$ cat src/rtl/stopwatch_lap_buffer_if.sv
// Lap-buffer bus: stopwatch time and button levels in, head lap record and status out.
interface stopwatch_lap_buffer_if #(
  parameter int PTR_W = 3
);
  logic [9:0]     ms_in;
  logic [5:0]     sec_in;
  logic [5:0]     min_in;
  logic           lap;
  logic           next;
  logic           clear;
  logic [9:0]     lap_ms;
  logic [5:0]     lap_sec;
  logic [5:0]     lap_min;
  logic           lap_valid;
  logic [PTR_W:0] lap_count;
  logic           full;
  logic           overflow;

  modport master (
    output ms_in, sec_in, min_in, lap, next, clear,
    input  lap_ms, lap_sec, lap_min, lap_valid, lap_count, full, overflow
  );

  modport slave (
    input  ms_in, sec_in, min_in, lap, next, clear,
    output lap_ms, lap_sec, lap_min, lap_valid, lap_count, full, overflow
  );
endinterface

$ cat src/rtl/stopwatch_lap_buffer.sv
// Lap-record FIFO fed by the 1 kHz stopwatch counter; outputs show the head record.
// Optional LAP_SPLIT_DELTA_EN: store split times (delta to previous accepted lap).
module stopwatch_lap_buffer #(
  parameter int DEPTH = 8,
  parameter int PTR_W = 3
) (
  input logic                 clk1KHz,
  input logic                 reset,
  stopwatch_lap_buffer_if.slave bus
);
  localparam int             REC_W   = 22;
  localparam logic [PTR_W:0] DEPTH_C = (PTR_W+1)'(DEPTH);
  localparam logic [PTR_W:0] ONE_C   = (PTR_W+1)'(1);
  localparam logic [PTR_W-1:0] ONE_P = PTR_W'(1);

  logic [REC_W-1:0] mem [DEPTH];
  logic [PTR_W-1:0] wr_ptr, rd_ptr, wr_ptr_nx, rd_ptr_nx;
  logic [PTR_W:0]   count, count_nx;
  logic             lap_q, next_q;
  logic             overflow_r, overflow_nx;
  logic             press_lap, press_next, pop, push;
  logic [REC_W-1:0] rec_new, head_nx;

`ifdef LAP_SPLIT_DELTA_EN
  logic [9:0] base_ms;
  logic [5:0] base_sec, base_min;

  // Positional time subtraction with ms->sec->min borrows; minutes wrap modulo 60.
  function automatic logic [REC_W-1:0] split_delta(
    input logic [9:0] ms,   input logic [5:0] sec,   input logic [5:0] mn,
    input logic [9:0] b_ms, input logic [5:0] b_sec, input logic [5:0] b_min
  );
    logic signed [11:0] d_ms;
    logic signed [7:0]  d_sec;
    logic signed [7:0]  d_min;
    d_ms  = $signed({2'b00, ms})  - $signed({2'b00, b_ms});
    d_sec = $signed({2'b00, sec}) - $signed({2'b00, b_sec});
    d_min = $signed({2'b00, mn})  - $signed({2'b00, b_min});
    if (d_ms < 0) begin
      d_ms  = d_ms + 12'sd1000;
      d_sec = d_sec - 8'sd1;
    end
    if (d_sec < 0) begin
      d_sec = d_sec + 8'sd60;
      d_min = d_min - 8'sd1;
    end
    if (d_min < 0) d_min = d_min + 8'sd60;
    return {d_ms[9:0], d_sec[5:0], d_min[5:0]};
  endfunction

  assign rec_new = split_delta(bus.ms_in, bus.sec_in, bus.min_in, base_ms, base_sec, base_min);

  always_ff @(posedge clk1KHz or posedge reset) begin
    if (reset) begin
      base_ms  <= '0;
      base_sec <= '0;
      base_min <= '0;
    end else if (bus.clear) begin
      base_ms  <= '0;
      base_sec <= '0;
      base_min <= '0;
    end else if (push) begin
      base_ms  <= bus.ms_in;
      base_sec <= bus.sec_in;
      base_min <= bus.min_in;
    end
  end
`else
  assign rec_new = {bus.ms_in, bus.sec_in, bus.min_in};
`endif

  // Next-state: clear beats pop beats push; a pop frees room for a push into a full buffer.
  always_comb begin
    press_lap   = bus.lap & ~lap_q;
    press_next  = bus.next & ~next_q;
    pop         = ~bus.clear & press_next & (count != '0);
    push        = ~bus.clear & press_lap & ((count != DEPTH_C) | pop);
    rd_ptr_nx   = rd_ptr;
    wr_ptr_nx   = wr_ptr;
    count_nx    = count;
    overflow_nx = overflow_r;
    if (bus.clear) begin
      rd_ptr_nx   = '0;
      wr_ptr_nx   = '0;
      count_nx    = '0;
      overflow_nx = 1'b0;
    end else begin
      if (pop)  rd_ptr_nx = rd_ptr + ONE_P;
      if (push) wr_ptr_nx = wr_ptr + ONE_P;
      if (push & ~pop)      count_nx = count + ONE_C;
      else if (pop & ~push) count_nx = count - ONE_C;
      if (press_lap & ~push) overflow_nx = 1'b1;
    end
    // The record being written this edge is not in mem yet, so bypass it when it becomes head.
    head_nx = '0;
    if (count_nx != '0)
      head_nx = (push && (rd_ptr_nx == wr_ptr)) ? rec_new : mem[rd_ptr_nx];
  end

  // Registered state and outputs
  always_ff @(posedge clk1KHz or posedge reset) begin
    if (reset) begin
      rd_ptr        <= '0;
      wr_ptr        <= '0;
      count         <= '0;
      overflow_r    <= 1'b0;
      lap_q         <= 1'b0;
      next_q        <= 1'b0;
      bus.lap_ms    <= '0;
      bus.lap_sec   <= '0;
      bus.lap_min   <= '0;
      bus.lap_valid <= 1'b0;
      bus.full      <= 1'b0;
    end else begin
      rd_ptr        <= rd_ptr_nx;
      wr_ptr        <= wr_ptr_nx;
      count         <= count_nx;
      overflow_r    <= overflow_nx;
      lap_q         <= bus.lap;
      next_q        <= bus.next;
      bus.lap_ms    <= head_nx[21:12];
      bus.lap_sec   <= head_nx[11:6];
      bus.lap_min   <= head_nx[5:0];
      bus.lap_valid <= (count_nx != '0);
      bus.full      <= (count_nx == DEPTH_C);
    end
  end

  always_ff @(posedge clk1KHz) begin
    if (push) mem[wr_ptr] <= rec_new;
  end

  assign bus.lap_count = count;
  assign bus.overflow  = overflow_r;
endmodule

$ cat src/flat_wrapper.sv
// flat-port wrapper written by rule: the top's interface ports become plain ports
module stopwatch_lap_buffer_flat 
#(
  parameter int DEPTH = 8,
  parameter int PTR_W = 3
)
  (clk1KHz, reset, bus_ms_in, bus_sec_in, bus_min_in, bus_lap, bus_next, bus_clear, bus_lap_ms, bus_lap_sec, bus_lap_min, bus_lap_valid, bus_lap_count, bus_full, bus_overflow);
  stopwatch_lap_buffer_if #(.PTR_W(PTR_W)) bus_i ();
  input logic clk1KHz;
  input logic reset;
  input wire logic [$bits(bus_i.ms_in)-1:0] bus_ms_in;
  input wire logic [$bits(bus_i.sec_in)-1:0] bus_sec_in;
  input wire logic [$bits(bus_i.min_in)-1:0] bus_min_in;
  input wire logic [$bits(bus_i.lap)-1:0] bus_lap;
  input wire logic [$bits(bus_i.next)-1:0] bus_next;
  input wire logic [$bits(bus_i.clear)-1:0] bus_clear;
  output wire logic [$bits(bus_i.lap_ms)-1:0] bus_lap_ms;
  output wire logic [$bits(bus_i.lap_sec)-1:0] bus_lap_sec;
  output wire logic [$bits(bus_i.lap_min)-1:0] bus_lap_min;
  output wire logic [$bits(bus_i.lap_valid)-1:0] bus_lap_valid;
  output wire logic [$bits(bus_i.lap_count)-1:0] bus_lap_count;
  output wire logic [$bits(bus_i.full)-1:0] bus_full;
  output wire logic [$bits(bus_i.overflow)-1:0] bus_overflow;
  assign bus_i.ms_in = bus_ms_in;
  assign bus_i.sec_in = bus_sec_in;
  assign bus_i.min_in = bus_min_in;
  assign bus_i.lap = bus_lap;
  assign bus_i.next = bus_next;
  assign bus_i.clear = bus_clear;
  assign bus_lap_ms = bus_i.lap_ms;
  assign bus_lap_sec = bus_i.lap_sec;
  assign bus_lap_min = bus_i.lap_min;
  assign bus_lap_valid = bus_i.lap_valid;
  assign bus_lap_count = bus_i.lap_count;
  assign bus_full = bus_i.full;
  assign bus_overflow = bus_i.overflow;
  stopwatch_lap_buffer #(.DEPTH(DEPTH), .PTR_W(PTR_W)) u_core (.clk1KHz(clk1KHz), .reset(reset), .bus(bus_i));
endmodule
$ cat config.mk
export PLATFORM = sky130hd
export DESIGN_NAME = stopwatch_lap_buffer_flat
export DESIGN_NICKNAME = d
export VERILOG_FILES = /design/src/rtl/stopwatch_lap_buffer_if.sv /design/src/rtl/stopwatch_lap_buffer.sv /design/src/flat_wrapper.sv
export SDC_FILE = /design/constraint.sdc
export NUM_CORES = 1
export LEC_CHECK = 0
export ABC_AREA = 0
export BUFFER_PORTS_ARGS = -buffer_cell sky130_fd_sc_hd__buf_2
export CAP_MARGIN = 20
export CORE_MARGIN = 5
export CORE_UTILIZATION = 50
export DETAILED_ROUTE_END_ITERATION = 8
export PLACE_DENSITY = 0.68
export SYNTH_ARGS = -nofsm -noshare
export SYNTH_HDL_FRONTEND = slang
export SYNTH_SLANG_ARGS = --single-unit
$ cat constraint.sdc
create_clock -name clk1KHz -period 5.4 [get_ports clk1KHz]
set_input_delay 0.27 -clock clk1KHz [delete_from_list [all_inputs] [get_ports clk1KHz]]
set_output_delay 0.27 -clock clk1KHz [all_outputs]
set_load 0.005 [all_outputs]
==> results_dict.tcl <==
set metrics [dict create \
    cp_cell_sequence "inv_1, ha_1, nor3b_2, or3_1, a21oi_1, o22ai_2, buf_4, o22ai_1, o311a_1" \
    avgSynthCellArea_sq_um 14.16 \
    p_total_mw 3.569 \
    post_cts_buffers 0 \
    slowest_delay_ns 0.79 \
    end_kind "flip-flop" \
    hp-class "in2reg" \
    place.gp.congestion 0.8273 \
    drtIter0Drc 555 \
    worstSetupStartpointType "flip-flop" \
    worst_pin_slew_ns 1.054 \
    synth_seq_area_share_pct 69.73 \
    place_hpwl_um 11900 \
    synthTopCellsByArea "edfxtp_1 (59%), dfrtp_1 (10%), mux2i_1 (4.8%)" \
    cp.arrival_ns 4.30 \
    clock_sinks 213 \
    vias_per_cell 6.239 \
    grt_pass1_vias 5725 \
    yosysUniqueCellTypes 52 \
    cts_buffers 23 \
    core_sq_um 17420 \
    status "finished, final reports clean" \
    synthArstFlopShare_pct 17.37 \
    crit_fanout 30 \
    rows 48 \
    antenna_left 0 \
    place_ws_ns 1.565 \
    worst_path_max_delay_cell "or3_1" \
    vias 5802 \
    crit_family "simple AND/OR/NAND/NOR gates" \
    grt_max_degree 45 \
    fin_nets 722 \
    area_growth_pct 15.00 \
    yosysTopAreaCell "edfxtp_1" \
    drv_cap 0 \
    place.port_buffers 55 \
    clk_path_buf_depth 3 \
    cts.clk_slew.worst_paths_ns 0.06 \
    grt.total_usage_pct 20.54 \
    die_x_um 143.5 \
    final_cell_mix "edfxtp_1 (176), buf_2 (55), nor2_1 (52), o21ai_0 (52), a211oi_1 (44)" \
    wl_per_cell_um 22.51 \
    num_io_pins 56 \
    crit_required_ns 5.78 \
    setup_ws_ns 1.476 \
    powerDensity_nw_per_um2 348.5 \
    synth-main-ff-cell "edfxtp_1" \
    critPathBufInv 2 \
    clk_latency_ns 0.50 \
    htreeDepth 1 \
    overflow 0 \
    drv_slew 0 \
    drt_wl_total_um 20930 \
    max_slew_margin_pct 29.76 \
    finalClockSkew_ns 0.01356 \
    ys_ff_latch 213 \
    antenna_found_initial 1 \
    syn_nets 660 \
    synth_top_cell_area_share_pct 59.33 \
    finalSetupViolations 0 \
    final_common_cell "edfxtp_1" \
    root_buffer "clkbuf_16" \
    grt_pass1_wl_um 32730 \
    fin_crit_sh_pct 72.66 \
    finalHoldViolations 0 \
    power.leakage_nw 3.681 \
    die_area_sq_um 20580 \
    vdd_ir_drop_max_mv 0.2109 \
    hold_buffers 2 \
    cts_resized 0 \
    syn_inst 629 \
    crit_type "reg2reg" \
    n_antenna_cell 0 \
    yosys_warnings 0 \
    grt_setup_unrepaired "no" \
    hold_slack_ns 0.04673 \
    cts_tree "done" \
    fmax_ghz 0.2549 \
    netlist_area_sq_um 8907 \
    fin_setup_tns_ns 0 \
    layout-drive-gt1-share_pct 19.29 \
    finalCriticalPeriod_ns 3.924 \
    drc 0 \
    start_util_pct 51.14 \
    drt_pre_antenna_iters 6 \
    synth_edf_count 176 \
    die_h_um 143.5 \
]
## cells by family after synthesis
logic type / count (synthesis) / synth area share, %
AOI/OAI and AO/OA: 165 / 12.73
xor gates and xnor gates: 5 / 0.4917
adders and majority gates: 4 / 0.5619
buffers and inverters: 54 / 2.655
DFF: 213 / 69.73
muxes: 44 / 5.085
and+or+nand+nor: 144 / 8.751
## synth_stat cells, drive strengths merged (3+ instances only)
master and n:
o211ai 3, clkbuf 35, a21oi 6, o21ai 55
nor2 53, o22ai 25, nand2 8, o311a 21
or3 24, nor2b 4, and3 24, inv 10
buf 9, dfrtp 37, xnor2 3, o211a 3
nor3 8, ha 4, mux2i 44, edfxtp 176
a211oi 44, nand2b 4, nor3b 4
## through the flow
stage	instances	cell area, sq um	utilization [%]
after detailed placement	886	9473	54.39
after global routing	930	10240	58.81
final	930	10240	58.81
after global placement	885	9465	54.35
after CTS	927	10200	58.56
after floorplan	629	8907	-
## routing by layer
| metal | part of all wire, % | vias to the layer above | track usage (%) |
|---|---|---|---|
| li1 | - | 2586 | - |
| met1 | 42 | 2901 | 28.39 |
| met2 | 48 | 257 | 33.87 |
| met3 | 7.1 | 56 | 3.062 |
| met4 | 2.8 | 2 | 6.541 |
| met5 | 0.033 | - | 0 |
## registers in the layout (all words and copies together) (netlist names)
register,count
u_core.next_q,1
u_core.bus.lap_count,4
u_core.bus.lap_sec,6
u_core.bus.lap_valid,1
u_core.lap_q,1
u_core.wr_ptr,3
u_core.mem,176
u_core.bus.lap_min,6
u_core.rd_ptr,3
u_core.bus.lap_ms,10
u_core.bus.full,1
u_core.bus.overflow,1
## final cells by class
type | instances | area, sq um
Clock buffer | 28 | 624.3
Inverter | 10 | 37.54
Multi-Input combinational cell | 362 | 2510
Tap cell | 225 | 281.5
Fill cell | 1324 | 7173
Sequential cell | 213 | 6211
Timing Repair Buffer | 81 | 496.7
Clock inverter | 11 | 82.58
## where the power goes
| group | leakage [nW] | internal [mW] | switching (mW) |
|---|---|---|---|
| registers | 2.09 | 1.81 | 0.0155 |
| logic | 1.24 | 0.100 | 0.181 |
| clock network | 0.350 | 0.864 | 0.596 |
| total | 3.68 | 2.78 | 0.792 |
## worst paths after layout
| check | slack (ns) | endpoint | depth (start not counted) | from |
|---|---|---|---|---|
| max | 1.48 | u_core.bus.lap_min[4]$_DFF_PP0_ | 9 | u_core.bus.lap_count[1]$_DFF_PP0_ |
| min reg2reg | 0.51 | u_core.bus.overflow$_DFFE_PP0P_ | 2 | u_core.bus.overflow$_DFFE_PP0P_ |
| max reg2reg | 1.48 | u_core.bus.lap_min[4]$_DFF_PP0_ | 9 | u_core.bus.lap_count[1]$_DFF_PP0_ |
| max in group asynchronous | 4.57 | u_core.bus.lap_ms[9]$_DFF_PP0_ | 4 | reset |
| min | 0.05 | u_core.mem[4][20]$_DFFE_PP_ | 1 | bus_ms_in[8] |
| min in group asynchronous | 0.32 | u_core.bus.lap_ms[8]$_DFF_PP0_ | 3 | reset |
Note: power is estimated with default switching activity, not from simulation.
